[src/rtl/fp_pkg.sv]
// Shared FPU definitions: format defaults, canonical encodings, operand classes,
// divider FSM states and flag bit positions.
package fp_pkg;

  localparam int DEF_EXP_W = 8;
  localparam int DEF_MAN_W = 23;
  localparam int DEF_BIAS  = 127;

  localparam logic [31:0] QNAN    = 32'h7FC0_0000;
  localparam logic [31:0] POS_INF = 32'h7F80_0000;

  typedef enum logic [2:0] {
    ZERO,
    NORMAL,
    INF,
    QNAN_C,
    SNAN_C
  } fp_class_t;

  typedef enum logic [2:0] {
    S_IDLE,
    S_SPECIAL,
    S_DIV,
    S_ROUND,
    S_DONE
  } div_state_t;

  // Bit positions inside the 5-bit flags vector.
  localparam int FLAG_INVALID   = 4;
  localparam int FLAG_DIV_ZERO  = 3;
  localparam int FLAG_OVERFLOW  = 2;
  localparam int FLAG_UNDERFLOW = 1;
  localparam int FLAG_INEXACT   = 0;

  function automatic logic is_nan(input fp_class_t c);
    return (c == QNAN_C) || (c == SNAN_C);
  endfunction

endpackage

[src/rtl/fp_classify.sv]
// Combinational unpack of one IEEE-754 operand into sign/exponent/fraction and a class.
// Denormals are reported as ZERO so downstream logic flushes them.
module fp_classify
  import fp_pkg::*;
#(
  parameter int EXP_W = DEF_EXP_W,
  parameter int MAN_W = DEF_MAN_W
) (
  input  logic [EXP_W+MAN_W:0] x,
  output logic                 sign,
  output logic [EXP_W-1:0]     expo,
  output logic [MAN_W-1:0]     frac,
  output fp_class_t            cls
);

  assign sign = x[EXP_W+MAN_W];
  assign expo = x[EXP_W+MAN_W-1:MAN_W];
  assign frac = x[MAN_W-1:0];

  always_comb begin
    if (expo == '0) begin
      cls = ZERO;
    end else if (&expo) begin
      if (frac == '0)          cls = INF;
      else if (frac[MAN_W-1])  cls = QNAN_C;
      else                     cls = SNAN_C;
    end else begin
      cls = NORMAL;
    end
  end

endmodule

[src/rtl/fp_divider_seq.sv]
// Sequential IEEE-754 divider (a / b): radix-2 restoring mantissa loop, RNE rounding,
// valid/ready on both sides. Define FP_DIV_FLAGS_EN to drive the exception flags.
module fp_divider_seq
  import fp_pkg::*;
#(
  parameter int EXP_W = DEF_EXP_W,
  parameter int MAN_W = DEF_MAN_W,
  parameter int BIAS  = DEF_BIAS
) (
  input  logic                 clk,
  input  logic                 rst,
  input  logic                 in_valid,
  output logic                 in_ready,
  input  logic [EXP_W+MAN_W:0] a,
  input  logic [EXP_W+MAN_W:0] b,
  output logic                 out_valid,
  input  logic                 out_ready,
  output logic [EXP_W+MAN_W:0] quotient,
  output logic [4:0]           flags
);

  localparam int W     = EXP_W + MAN_W + 1;
  localparam int Q_W   = MAN_W + 3;
  localparam int R_W   = MAN_W + 2;
  localparam int CNT_W = $clog2(Q_W + 1);
  localparam int E_W   = EXP_W + 2;

  localparam logic [CNT_W-1:0]      ITERS  = CNT_W'(Q_W);
  localparam logic signed [E_W-1:0] BIAS_S = E_W'(BIAS);
  localparam logic signed [E_W-1:0] E_MAX  = E_W'((1 << EXP_W) - 1);
  localparam logic signed [E_W-1:0] E_ONE  = E_W'(1);
  localparam logic signed [E_W-1:0] E_ZERO = '0;

  localparam logic [W-1:0] QNAN_W = {1'b0, {EXP_W{1'b1}}, 1'b1, {(MAN_W-1){1'b0}}};

  div_state_t state, state_n;

  logic             a_sign, b_sign;
  logic [EXP_W-1:0] a_exp, b_exp;
  logic [MAN_W-1:0] a_frac, b_frac;
  fp_class_t        a_cls, b_cls;

  fp_classify #(.EXP_W(EXP_W), .MAN_W(MAN_W)) u_cls_a (
    .x(a), .sign(a_sign), .expo(a_exp), .frac(a_frac), .cls(a_cls)
  );

  fp_classify #(.EXP_W(EXP_W), .MAN_W(MAN_W)) u_cls_b (
    .x(b), .sign(b_sign), .expo(b_exp), .frac(b_frac), .cls(b_cls)
  );

  logic xfer, special_in;
  assign xfer       = in_valid & in_ready;
  assign special_in = (a_cls != NORMAL) || (b_cls != NORMAL);

  // Operand/working registers
  logic             sign_r;
  logic [EXP_W-1:0] ea_r, eb_r;
  fp_class_t        cls_a_r, cls_b_r;
  logic [R_W-1:0]   rem_r;
  logic [MAN_W:0]   dvs_r;
  logic [Q_W-1:0]   q_r;
  logic [CNT_W-1:0] cnt_r;
  logic [W-1:0]     quotient_r;

  // ---------------- FSM: state register ----------------
  // NOTE: sequential state is updated with non-blocking assignments so every flop
  // samples the pre-edge values of its neighbours.
  always_ff @(posedge clk) begin
    if (rst) state <= S_IDLE;
    else     state <= state_n;
  end

  // ---------------- FSM: next state ----------------
  // NOTE: each always_comb output gets a default first, so no path can infer a latch.
  always_comb begin
    state_n = state;
    unique case (state)
      S_IDLE:    if (xfer) state_n = special_in ? S_SPECIAL : S_DIV;
      S_SPECIAL: state_n = S_DONE;
      S_DIV:     if (cnt_r == CNT_W'(1)) state_n = S_ROUND;
      S_ROUND:   state_n = S_DONE;
      S_DONE:    if (out_ready) state_n = S_IDLE;
      default:   state_n = S_IDLE;
    endcase
  end

  // ---------------- FSM: outputs ----------------
  always_comb begin
    in_ready  = 1'b0;
    out_valid = 1'b0;
    unique case (state)
      S_IDLE:  in_ready  = 1'b1;
      S_DONE:  out_valid = 1'b1;
      default: ;
    endcase
  end

  // ---------------- Restoring divide step ----------------
  logic [R_W:0]   diff;
  logic           q_bit;
  logic [R_W-1:0] rem_n;

  always_comb begin
    diff  = {1'b0, rem_r} - {2'b00, dvs_r};
    q_bit = ~diff[R_W];
    rem_n = q_bit ? diff[R_W-1:0] : rem_r;
  end

  // NOTE: the working registers carry no reset; they are always loaded on a transfer
  // before the FSM reads them, so reset only has to clear state and visible outputs.
  always_ff @(posedge clk) begin
    if (xfer) begin
      sign_r  <= a_sign ^ b_sign;
      ea_r    <= a_exp;
      eb_r    <= b_exp;
      cls_a_r <= a_cls;
      cls_b_r <= b_cls;
      rem_r   <= {1'b0, 1'b1, a_frac};
      dvs_r   <= {1'b1, b_frac};
      q_r     <= '0;
      cnt_r   <= ITERS;
    end else if (state == S_DIV) begin
      rem_r <= rem_n << 1;
      q_r   <= {q_r[Q_W-2:0], q_bit};
      cnt_r <= cnt_r - CNT_W'(1);
    end
  end

  // ---------------- Normalise and round (RNE) ----------------
  logic signed [E_W-1:0] e_diff, e_pre, e_fin;
  logic [MAN_W:0]        mant;
  logic [MAN_W+1:0]      mant_sum;
  logic [MAN_W-1:0]      frac_fin;
  logic                  guard, sticky, inc, carry, ovf, unf;
  logic [W-1:0]          rnd_q;

  always_comb begin
    e_diff = $signed({2'b00, ea_r}) - $signed({2'b00, eb_r}) + BIAS_S;
    if (q_r[Q_W-1]) begin
      mant   = q_r[Q_W-1:2];
      guard  = q_r[1];
      sticky = q_r[0] | (|rem_r);
      e_pre  = e_diff;
    end else begin
      mant   = q_r[Q_W-2:1];
      guard  = q_r[0];
      sticky = |rem_r;
      e_pre  = e_diff - E_ONE;
    end
    inc      = guard & (sticky | mant[0]);
    mant_sum = {1'b0, mant} + {{(MAN_W+1){1'b0}}, inc};
    carry    = mant_sum[MAN_W+1];
    frac_fin = carry ? mant_sum[MAN_W:1] : mant_sum[MAN_W-1:0];
    e_fin    = carry ? e_pre + E_ONE : e_pre;
    ovf      = (e_fin >= E_MAX);
    unf      = (e_fin <= E_ZERO);
    if (ovf)      rnd_q = {sign_r, {EXP_W{1'b1}}, {MAN_W{1'b0}}};
    else if (unf) rnd_q = {sign_r, {(W-1){1'b0}}};
    else          rnd_q = {sign_r, e_fin[EXP_W-1:0], frac_fin};
  end

  // ---------------- Special-operand result ----------------
  logic [W-1:0] spec_q;

  always_comb begin
    spec_q = {sign_r, {(W-1){1'b0}}};
    if (is_nan(cls_a_r) || is_nan(cls_b_r)) begin
      spec_q = QNAN_W;
    end else if ((cls_a_r == INF && cls_b_r == INF) || (cls_a_r == ZERO && cls_b_r == ZERO)) begin
      spec_q = QNAN_W;
    end else if (cls_b_r == ZERO || cls_a_r == INF) begin
      // x/0 with x finite nonzero, or inf/finite: both give a signed infinity.
      spec_q = {sign_r, {EXP_W{1'b1}}, {MAN_W{1'b0}}};
    end
  end

  always_ff @(posedge clk) begin
    if (rst)                     quotient_r <= '0;
    else if (state == S_SPECIAL) quotient_r <= spec_q;
    else if (state == S_ROUND)   quotient_r <= rnd_q;
  end

  assign quotient = quotient_r;

`ifdef FP_DIV_FLAGS_EN
  logic [4:0] spec_f, rnd_f, flags_r;

  always_comb begin
    spec_f = '0;
    if (is_nan(cls_a_r) || is_nan(cls_b_r)) begin
      spec_f[FLAG_INVALID] = (cls_a_r == SNAN_C) || (cls_b_r == SNAN_C);
    end else if ((cls_a_r == INF && cls_b_r == INF) || (cls_a_r == ZERO && cls_b_r == ZERO)) begin
      spec_f[FLAG_INVALID] = 1'b1;
    end else if (cls_b_r == ZERO && cls_a_r == NORMAL) begin
      spec_f[FLAG_DIV_ZERO] = 1'b1;
    end
  end

  always_comb begin
    rnd_f                 = '0;
    rnd_f[FLAG_OVERFLOW]  = ovf;
    rnd_f[FLAG_UNDERFLOW] = unf;
    rnd_f[FLAG_INEXACT]   = ovf | unf | guard | sticky;
  end

  always_ff @(posedge clk) begin
    if (rst)                     flags_r <= '0;
    else if (state == S_SPECIAL) flags_r <= spec_f;
    else if (state == S_ROUND)   flags_r <= rnd_f;
  end

  assign flags = flags_r;
`else
  assign flags = 5'b0;
`endif

endmodule

[config.mk]
export PLATFORM = sky130hd
export DESIGN_NAME = fp_divider_seq
export DESIGN_NICKNAME = d
export VERILOG_FILES = /design/src/rtl/fp_pkg.sv /design/src/rtl/fp_classify.sv /design/src/rtl/fp_divider_seq.sv
export SDC_FILE = /design/constraint.sdc
export NUM_CORES = 1
export LEC_CHECK = 0
export CORE_UTILIZATION = 30
export CTS_CLUSTER_DIAMETER = 30
export DETAILED_ROUTE_END_ITERATION = 6
export GPL_ROUTABILITY_DRIVEN = 0
export REMOVE_ABC_BUFFERS = 1
export SLEW_MARGIN = 40
export SYNTH_ARGS = -nofsm -noshare
export SYNTH_HDL_FRONTEND = slang
export SYNTH_HIERARCHICAL = 1
export SYNTH_SLANG_ARGS = --single-unit
[constraint.sdc]
create_clock -name clk -period 15.7 [get_ports clk]
set_input_delay 1.57 -clock clk [delete_from_list [all_inputs] [get_ports clk]]
set_output_delay 1.57 -clock clk [all_outputs]
set_load 0.05 [all_outputs]
==> results of run 1 <==
[power groups by stage]
stage	logic (mW)	clock network [mW]	registers (mW)
2_1_floorplan	0.577	0	0.521
5_1_grt	0.865	0.421	0.533
4_1_cts	0.774	0.409	0.524
3_5_place_dp	0.770	0	0.531
6_report	0.774	0.399	0.524
3_3_place_gp	0.760	0	0.530
[worst paths after layout]
| kind | start | to | slack [ps] |
|---|---|---|---|
| worst max-delay path | eb_r[0] | quotient[9] | 10970 |
| worst min-delay path | quotient[1] | quotient[1] | 470 |
| worst min register to register | quotient[1] | quotient[1] | 470 |
| worst max register to register | eb_r[0] | quotient[9] | 10970 |
[critical path, delay by kind of cell, from the launching register on]
kind	cells	cell delay, ps
compound gates	5	1130
xor+xnor	2	440
fa+ha+maj	3	1070
buf+inv	2	430
flops	1	360
simple gates	3	1230
[flip-flops by register name, indices dropped and copies added, names as in the netlist]
signal and cells:
cls_a_r 3, cls_b_r 3, cnt_r 5, dvs_r 23, ea_r 8, eb_r 8
q_r 26, quotient 32, rem_r 25, sign_r 1, state 3
[kinds of logic after synthesis]
kind of cell    synth area share
fa+ha+maj                 0.0545
simple gates               0.207
xor+xnor                  0.0550
flops                      0.372
mux                       0.0213
compound gates             0.194
other cells             0.000406
buf+inv                   0.0959
[placed cells by master, fill, tap and decap left out, drive strengths merged, types with 14 or more instances in the layout]
cell / instances
a31oi: 21
ha: 37
nor2b: 17
nand2: 106
clkbuf: 18
nand3: 19
a211oi: 17
mux2i: 14
clkdlybuf4s50: 101
nor3: 21
edfxtp: 69
xor2: 18
a21o: 15
nand2b: 19
inv: 51
nor2: 66
dfxtp: 68
a22o: 35
xnor2: 34
o21ai: 43
nor4: 28
a21oi: 48
[final cells by class]
class,instances,area (um2),area share
timing repair buffer,109,1070,0.100
clock buffer,18,429,0.0401
multi-input combinational,719,4940,0.462
sequential,137,3430,0.321
tap,390,488,0.0456
inverter,48,180,0.0168
clock inverter,14,148,0.0138
[metrics by stage]
| step | worst slack, ps | power, mW | cell area [um2] |
|---|---|---|---|
| finish | 10970 | 1.70 | 10700 |
| global route | 10640 | 1.82 | 10700 |
| CTS | 10970 | 1.71 | 10700 |
| detailed placement | 10990 | 1.30 | 10100 |
| global placement | 10700 | 1.29 | 10100 |
| floorplan | 10100 | 1.10 | 8540 |
[routing by layer]
layer	vias up	share of wire
met5	-	0
met1	3554	0.44
met3	32	0.035
met2	140	0.50
li1	3681	-
met4	0	0.019
==> impl_metrics.csv, run 1 <==
group,metric,value,unit
status,status,"finished clean",
worst_setup_path,path_class,"reg -> reg",
power,clockPowerShare,0.235,
worst_setup_path,start_kind,"register",
clock_network,cts_made_buffers,17,
timing,fmax,0.211,GHz
clock_network,post_cts_buffers,0,
worst_setup_path,crit_arrival,5090,ps
grt,use_met2,0.265,
yosys,ys_top_cells_by_count,"nand2_1, buf_4, edfxtp_1",
worst_setup_path,worstPathRequired,16060,ps
yosys,syn_area,0.00923,mm2
timing,worst_slew_pin_slew,741,ps
yosys,yosys_register_bits,137,
die,core_area,0.0300,mm2
finish,antenna_cells,0,
timing,setup_viol,0,
placed_design,dp_hpwl,17000,um
yosys,synth_edf_count,69,
power,internal_power,1.02,mW
timing,hold_violations,0,
yosys,ys.flop_type,"edfxtp_1",
drt,wl_per_cell,16.0,um
placed_design,placedCellCount,1403,
power,p_per_area,159,mW/mm2
finish,area_growth,15.9,%
finish,fill_cells,3070,
timing,fin_tns_setup,0,ps
drt,viasPerCell,5.16,
die,rows,63,
yosys,synth_top_area_share,0.225,
clock_network,clock_sinks,137,
clock_network,cts_root_buffer,"clkbuf_16",
worst_setup_path,reg2reg_depth,15,
grt,gr-usage-met3,0.0221,
drt,drc,0,
power,swShare,0.400,
drt,firstDrtPassIters,5,
grt,gr-usage-met1,0.185,
grt,grt_pass1_wl,37200,um
timing,finalHoldWorstSlack,469,ps
die,die_height,177,um
timing,skew,13.1,ps
grt,antenna_found_initial,0,
worst_setup_path,cp_slowest_cell,"fa_1",
min_path,min_path_cells,1,
die,start_util,0.308,
flow_run,maxCapViolCount,0,
die,die_area,0.0315,mm2
grt,grt_usage,0.150,
clock_network,postCtsResizedCells,0,
timing,slew_headroom,0.506,
die,io_pins,107,
clock_network,clkTransAtPathRegs,60,ps
finish,finalCoreUtilization,0.357,
min_path,worstHoldPathType,"reg -> reg",
power,leakage,3.98,nW
grt,grt_max_degree,59,
power,max-vdd-ir-drop,0.0000822,V
timing,post-route-min-period,4730,ps
yosys,synth_top_cells_by_area,"edfxtp_1, dfxtp_1, buf_4, ha_1, nand2_1",
clock_network,cts_tree,"yes",
worst_setup_path,crit_fanout,12,
drt,vias,7407,
yosys,ys_warn_count,6,
power,combPwrFrac,0.456,
clock_network,cts.path.max_buffers,2,
power,switchingPower,0.678,mW
grt,grt_pass1_vias,7125,
timing,final_max_slew_viol_count,0,
worst_setup_path,cp_cell_sequence,"ha_1, fa_1, ha_1, xnor3_1, or3_4, o32a_1, a2111oi_0, o21ai_1, o22a_1, or4_4, xor2_2, nor4b_4, buf_4, buf_4, a32o_1",
timing,timing.final.crit_share,0.301,
clock_network,worst_skew_pair.late_latency,430,ps
finish,nNetsFinal,1139,
grt,grt.overflow.total,0,
clock_network,hold_buffers,0,
drt,ant_nets,0,
worst_setup_path,crit_path_end_kind,"register",
yosys,async_flop_share,0,
yosys,yosysSeqAreaShare,0.372,
timing,rsz0062_at_grt,"false",
yosys,yosysMostFrequentCell,"nand2_1",
finish,instances_no_fill,1435,
yosys,synth_area_leader_cell,"edfxtp_1",
drt,routed_wl,22900,um
grt,busiest_layer,"met2",
drt,initialDrtViolationCount,385,
placed_design,port_buffers,101,
clock_network,htreeDepth,4,
yosys,syn-mean-instance-area,9.11,um2
worst_setup_path,slowest_delay,550,ps
yosys,synth_cell_type_count,86,
power,seqPwrFrac,0.309,
die,die_x,177,um
yosys,synthCells,1013,
finish,drive_above_1_share,0.0794,
No activity file was read; power rests on OpenSTA's default activity.
==> inputs of run 2 (changes only) <==
==> constraint.sdc (replaced) <==
create_clock -name clk -period 4.2 [get_ports clk]
set_input_delay 0.42 -clock clk [delete_from_list [all_inputs] [get_ports clk]]
set_output_delay 0.42 -clock clk [all_outputs]
set_load 0.05 [all_outputs]
==> run 2 against run 1 <==
Against the previous run:
- worst hold slack got worse by 2.8 ps
- clock power increased to 3.9 times the previous value
- non-clock buffer count increased by 26
- core utilization increased by 1.0 points
- total power increased to 3.8 times the previous value
- sequential power increased to 3.7 times the previous value
- largest power group unchanged
==> impl_metrics.csv, run 2 (synthesized netlist as in run 1, its figures left out) <==
group,metric,value,unit
min_path,hp-start,"quotient[3]",
finish,layout_commonest_cell,"nand2_1",
grt,antenna_found_initial,0,
clock_network,clock_sinks,137,
finish,instances_no_fill,1460,
worst_setup_path,reg2reg_depth,16,
clock_network,hold_buffers,0,
grt,grt_max_degree,59,
worst_setup_path,crit_path_end_kind,"register",
status,status,"finished clean",
die,io_pins,107,
grt,grt_usage,0.151,
timing,fmax,0.240,GHz
timing,worst_slew_pin_slew,705,ps
drt,routed_wl,22900,um
worst_setup_path,start_kind,"register",
die,rows,63,
drt,viasPerCell,5.11,
worst_setup_path,crit_fanout,12,
finish,antenna_cells,0,
worst_setup_path,crit_path_end,"quotient[11]",
worst_setup_path,worstSetupStartpoint,"ea_r[0]",
drt,vias,7463,
die,start_util,0.308,
clock_network,cts.path.max_buffers,2,
power,p_per_area,593,mW/mm2
finish,drive_above_1_share,0.109,
clock_network,htreeDepth,4,
worst_setup_path,r2r_start,"ea_r[0]",
finish,area_growth,19.3,%
clock_network,clkTransAtPathRegs,60,ps
placed_design,pre_cts_ws,-125,ps
power,max-vdd-ir-drop,0.000307,V
finish,layout_common_cells,"nand2_1, clkdlybuf4s50_1, edfxtp_1, dfxtp_1, nor2_1",
drt,wl_per_cell,15.7,um
timing,final_max_slew_viol_count,0,
finish,largest_reg_flops,32,
drt,drc,0,
clock_network,cts_root_buffer,"clkbuf_16",
worst_setup_path,reg2reg_to,"quotient[11]",
placed_design,placedCellCount,1424,
clock_network,cts_made_buffers,17,
finish,nNetsFinal,1165,
placed_design,port_buffers,101,
worst_setup_path,worstPathRequired,4560,ps
grt,grt_pass1_vias,7304,
clock_network,worst_skew_pair.late_latency,420,ps
timing,timing.final.crit_share,0.993,
timing,finalHoldWorstSlack,466,ps
drt,firstDrtPassIters,7,
grt,grt_pass1_wl,37500,um
timing,rsz0062_at_grt,"true",
timing,setup_ws,30.5,ps
die,core_area,0.0300,mm2
timing,slew_headroom,0.529,
timing,hold_violations,0,
timing,setup_viol,0,
die,die_area,0.0315,mm2
min_path,worstHoldPathType,"reg -> reg",
drt,initialDrtViolationCount,408,
timing,post-route-min-period,4170,ps
worst_setup_path,r2r_slack,30,ps
power,leakage,4.12,nW
drt,ant_nets,0,
clock_network,cts_tree,"yes",
die,die_height,177,um
grt,grt.overflow.total,0,
timing,skew,13.3,ps
worst_setup_path,crit_arrival,4530,ps
flow_run,maxCapViolCount,0,
placed_design,dp_hpwl,17000,um
die,die_x,177,um
worst_setup_path,path_class,"reg -> reg",
[run 2: cell type report]
type	instances	area, um2
Clock buffer	18	429
Clock inverter	13	170
Fill cell	3029	18900
Inverter	48	180
Multi-Input combinational cell	719	4990
Sequential cell	137	3430
Tap cell	390	488
Timing Repair Buffer	135	1320
[run 2: per-layer routing]
layer  wire (um)  up-vias  track usage
met5           0        -            0
met4         551        0       0.0566
met3         609       33       0.0206
met2       11600      134        0.271
met1       10100     3567        0.181
li1            -     3729            -
[run 2: worst min path at each step]
stage | endpoint | slack, ps | depth (start not counted)
floorplan | cnt_r[4] | 470 | 2
global placement | quotient[15] | 460 | 1
detailed placement | quotient[15] | 460 | 1
CTS | quotient[5] | 470 | 1
global route | quotient[5] | 500 | 1
finish | quotient[3] | 470 | 1
[run 2: where the power goes]
part | internal (mW) | total (mW) | switching [mW]
Combinational | 1.27 | 3.02 | 1.76
Sequential | 1.75 | 1.96 | 0.203
Clock | 0.938 | 1.54 | 0.607
[run 2: critical path, cell delays in order (launching register included)]
cell and delay, ps:
edfxtp_1 330, inv_1 50, ha_2 190, fa_2 580, ha_4 150, xnor3_1 200, or3_4 340, and2_4 170
nor3_4 110, or3b_4 400, o22a_1 220, or4_4 470, xor2_4 190, nor4b_4 240, buf_6 170, buf_12 140
a32o_1 150
[run 2: timing repair]
item,in CTS,in global routing
endpoints found under the setup margin,29,30
gates cloned,1,0
pin swaps,9,2
setup buffers,2,2
endpoints found under the hold margin,0,0
resized for setup,8,6
[run 2: metrics by stage]
stage                     power (mW)  TNS [ps]   util  instance area [um2]
after floorplan                 4.10    -38180      -                 8540
after global placement          4.87         0  0.343                10300
after detailed placement        4.92     -2730  0.343                10300
after CTS                       6.52     -1220  0.366                11000
after global routing            6.99     -2540  0.368                11000
final                           6.53         0  0.368                11000
==> inputs of run 3 (changes only) <==
--- a/config.mk
+++ b/config.mk
@@ -5,10 +5,12 @@
 export SDC_FILE = /design/constraint.sdc
 export NUM_CORES = 1
 export LEC_CHECK = 0
-export CORE_UTILIZATION = 30
+export CAP_MARGIN = 0
+export CORE_UTILIZATION = 52
 export CTS_CLUSTER_DIAMETER = 30
 export DETAILED_ROUTE_END_ITERATION = 6
 export GPL_ROUTABILITY_DRIVEN = 0
+export PLACE_DENSITY = 0.78
 export REMOVE_ABC_BUFFERS = 1
 export SLEW_MARGIN = 40
 export SYNTH_ARGS = -nofsm -noshare
==> run 3 against run 2 <==
Against the previous run:
- the run now ends with design-rule violations left
- highest routed layer unchanged
- worst hold slack hardly changed
- clock skew is 1.6 ps lower
- fmax is 0.96% higher
- total power is 2.8% lower
==> impl_metrics.csv, run 3 (synthesized netlist as in run 1, its figures left out) <==
group,metric,value,unit
status,status,"finished, violations left",
status,violations,"design-rule violations",
drt,initialDrtViolationCount,588,
power,leakage,4.12,nW
timing,worst_slew_pin_slew,734,ps
clock_network,worst_skew_pair.late_latency,430,ps
die,die_area,0.0183,mm2
grt,antenna_found_initial,0,
timing,setup_ws,70.2,ps
finish,instances_no_fill,1296,
timing,hold_violations,0,
grt,grt_max_degree,60,
worst_setup_path,reg2reg_depth,15,
die,rows,48,
drt,ant_nets,0,
finish,layout_common_cells,"nand2_1, clkdlybuf4s50_1, edfxtp_1, dfxtp_1, nor2_1",
finish,layout_commonest_cell,"nand2_1",
timing,slew_headroom,0.509,
clock_network,cts_made_buffers,17,
timing,setup_viol,0,
worst_setup_path,slowest_delay,550,ps
finish,drive_above_1_share,0.111,
timing,rsz0062_at_grt,"true",
die,start_util,0.534,
worst_setup_path,crit_arrival,4500,ps
placed_design,placedCellCount,1258,
finish,nNetsFinal,1165,
worst_setup_path,crit_family,"simple AND/OR/NAND/NOR gates",
drt,routed_wl,21000,um
timing,fmax,0.242,GHz
finish,fill_cells,1430,
grt,grt_usage,0.241,
die,die_height,135,um
placed_design,pre_cts_ws,-70.7,ps
power,power,6.34,mW
placed_design,dp_hpwl,15200,um
clock_network,htreeDepth,4,
placed_design,port_buffers,101,
clock_network,clkTransAtPathRegs,60,ps
clock_network,clock_sinks,137,
worst_setup_path,start_kind,"register",
die,io_pins,107,
worst_setup_path,crit_fanout,6,
timing,timing.final.crit_share,0.983,
grt,grt.overflow.total,0,
finish,antenna_cells,0,
worst_setup_path,cp_cell_sequence,"ha_2, fa_1, ha_4, xnor3_1, or3_4, o32a_1, a2111oi_2, o21ai_1, o22a_1, or4_4, xor2_4, nor4b_4, buf_6, clkbuf_16, a32o_1",
timing,final_max_slew_viol_count,0,
worst_setup_path,crit_path_end_kind,"register",
worst_setup_path,path_depth,15,
clock_network,cts.path.max_buffers,2,
clock_network,hold_buffers,0,
worst_setup_path,crit_path_end,"quotient[7]",
clock_network,cts_root_buffer,"clkbuf_16",
power,p_per_area,589,mW/mm2
worst_setup_path,worstPathRequired,4570,ps
worst_setup_path,worstSetupStartpoint,"eb_r[0]",
drt,viasPerCell,5.83,
drt,wl_per_cell,16.2,um
clock_network,cts_tree,"yes",
worst_setup_path,r2r_slack,70,ps
timing,post-route-min-period,4130,ps
drt,drc,1,
timing,skew,11.7,ps
worst_setup_path,cp_slowest_cell,"fa_1",
min_path,worstHoldPathType,"reg -> reg",
drt,firstDrtPassIters,7,
grt,grt_pass1_wl,34600,um
drt,vias,7561,
die,die_x,135,um
finish,area_growth,16.7,%
worst_setup_path,reg2reg_to,"quotient[7]",
grt,grt_pass1_vias,7232,
power,max-vdd-ir-drop,0.000363,V
flow_run,maxCapViolCount,0,
worst_setup_path,critPathBufInv,2,
worst_setup_path,r2r_start,"eb_r[0]",
worst_setup_path,path_class,"reg -> reg",
finish,seqCellArea,0.00343,mm2
finish,multi_input_area,0.00501,mm2
die,core_area,0.0173,mm2
min_path,min_path_cells,1,
finish,largest_reg_flops,32,
## run 3: routing by layer
layer | vias up | wire length (um) | GRT usage
li1 | 3723 | - | -
met1 | 3593 | 9250 | 0.302
met2 | 217 | 10400 | 0.411
met3 | 28 | 911 | 0.0434
met4 | 0 | 394 | 0.0893
met5 | - | 0 | 0
## run 3: per-stage QoR
stage | cell area (um2) | hold slack [ps] | util | TNS [ps]
after global placement | 10100 | 454 | 0.582 | 0
after detailed placement | 10100 | 457 | 0.582 | -1120
after global routing | 10800 | 488 | 0.623 | -2050
after CTS | 10700 | 470 | 0.617 | 0
final | 10800 | 466 | 0.623 | 0
after floorplan | 8540 | 466 | - | -38180
## run 3: what timing repair did
| action | in CTS | in global routing |
|---|---|---|
| cloned | 1 | 1 |
| gates resized for setup | 3 | 14 |
| setup endpoints to repair | 27 | 29 |
| buffers inserted | 3 | 1 |
| pin swaps | 2 | 9 |
## run 3: worst min path at each step
| stage | from | to | slack (ps) |
|---|---|---|---|
| 3_5_place_dp | quotient[3] | quotient[3] | 460 |
| 2_1_floorplan | cnt_r[4] | cnt_r[4] | 470 |
| 6_report | quotient[3] | quotient[3] | 470 |
| 5_1_grt | quotient[9] | quotient[9] | 490 |
| 3_3_place_gp | quotient[1] | quotient[1] | 450 |
| 4_1_cts | quotient[3] | quotient[3] | 470 |
## run 3: area by class of cell
class	instances	area share
Timing Repair Buffer	135	0.124
Clock inverter	8	0.00465
Sequential cell	137	0.319
Multi-Input combinational cell	719	0.465
Tap cell	225	0.0261
Clock buffer	24	0.0445
Inverter	48	0.0167
## run 3: report_power, final
group / total, mW / switching, mW / leakage, nW / internal, mW
clock network: 1.35 / 0.561 / 0.265 / 0.794
registers: 1.96 / 0.202 / 1.20 / 1.75
logic: 3.03 / 1.75 / 2.65 / 1.28
total: 6.34 / 2.51 / 4.12 / 3.83
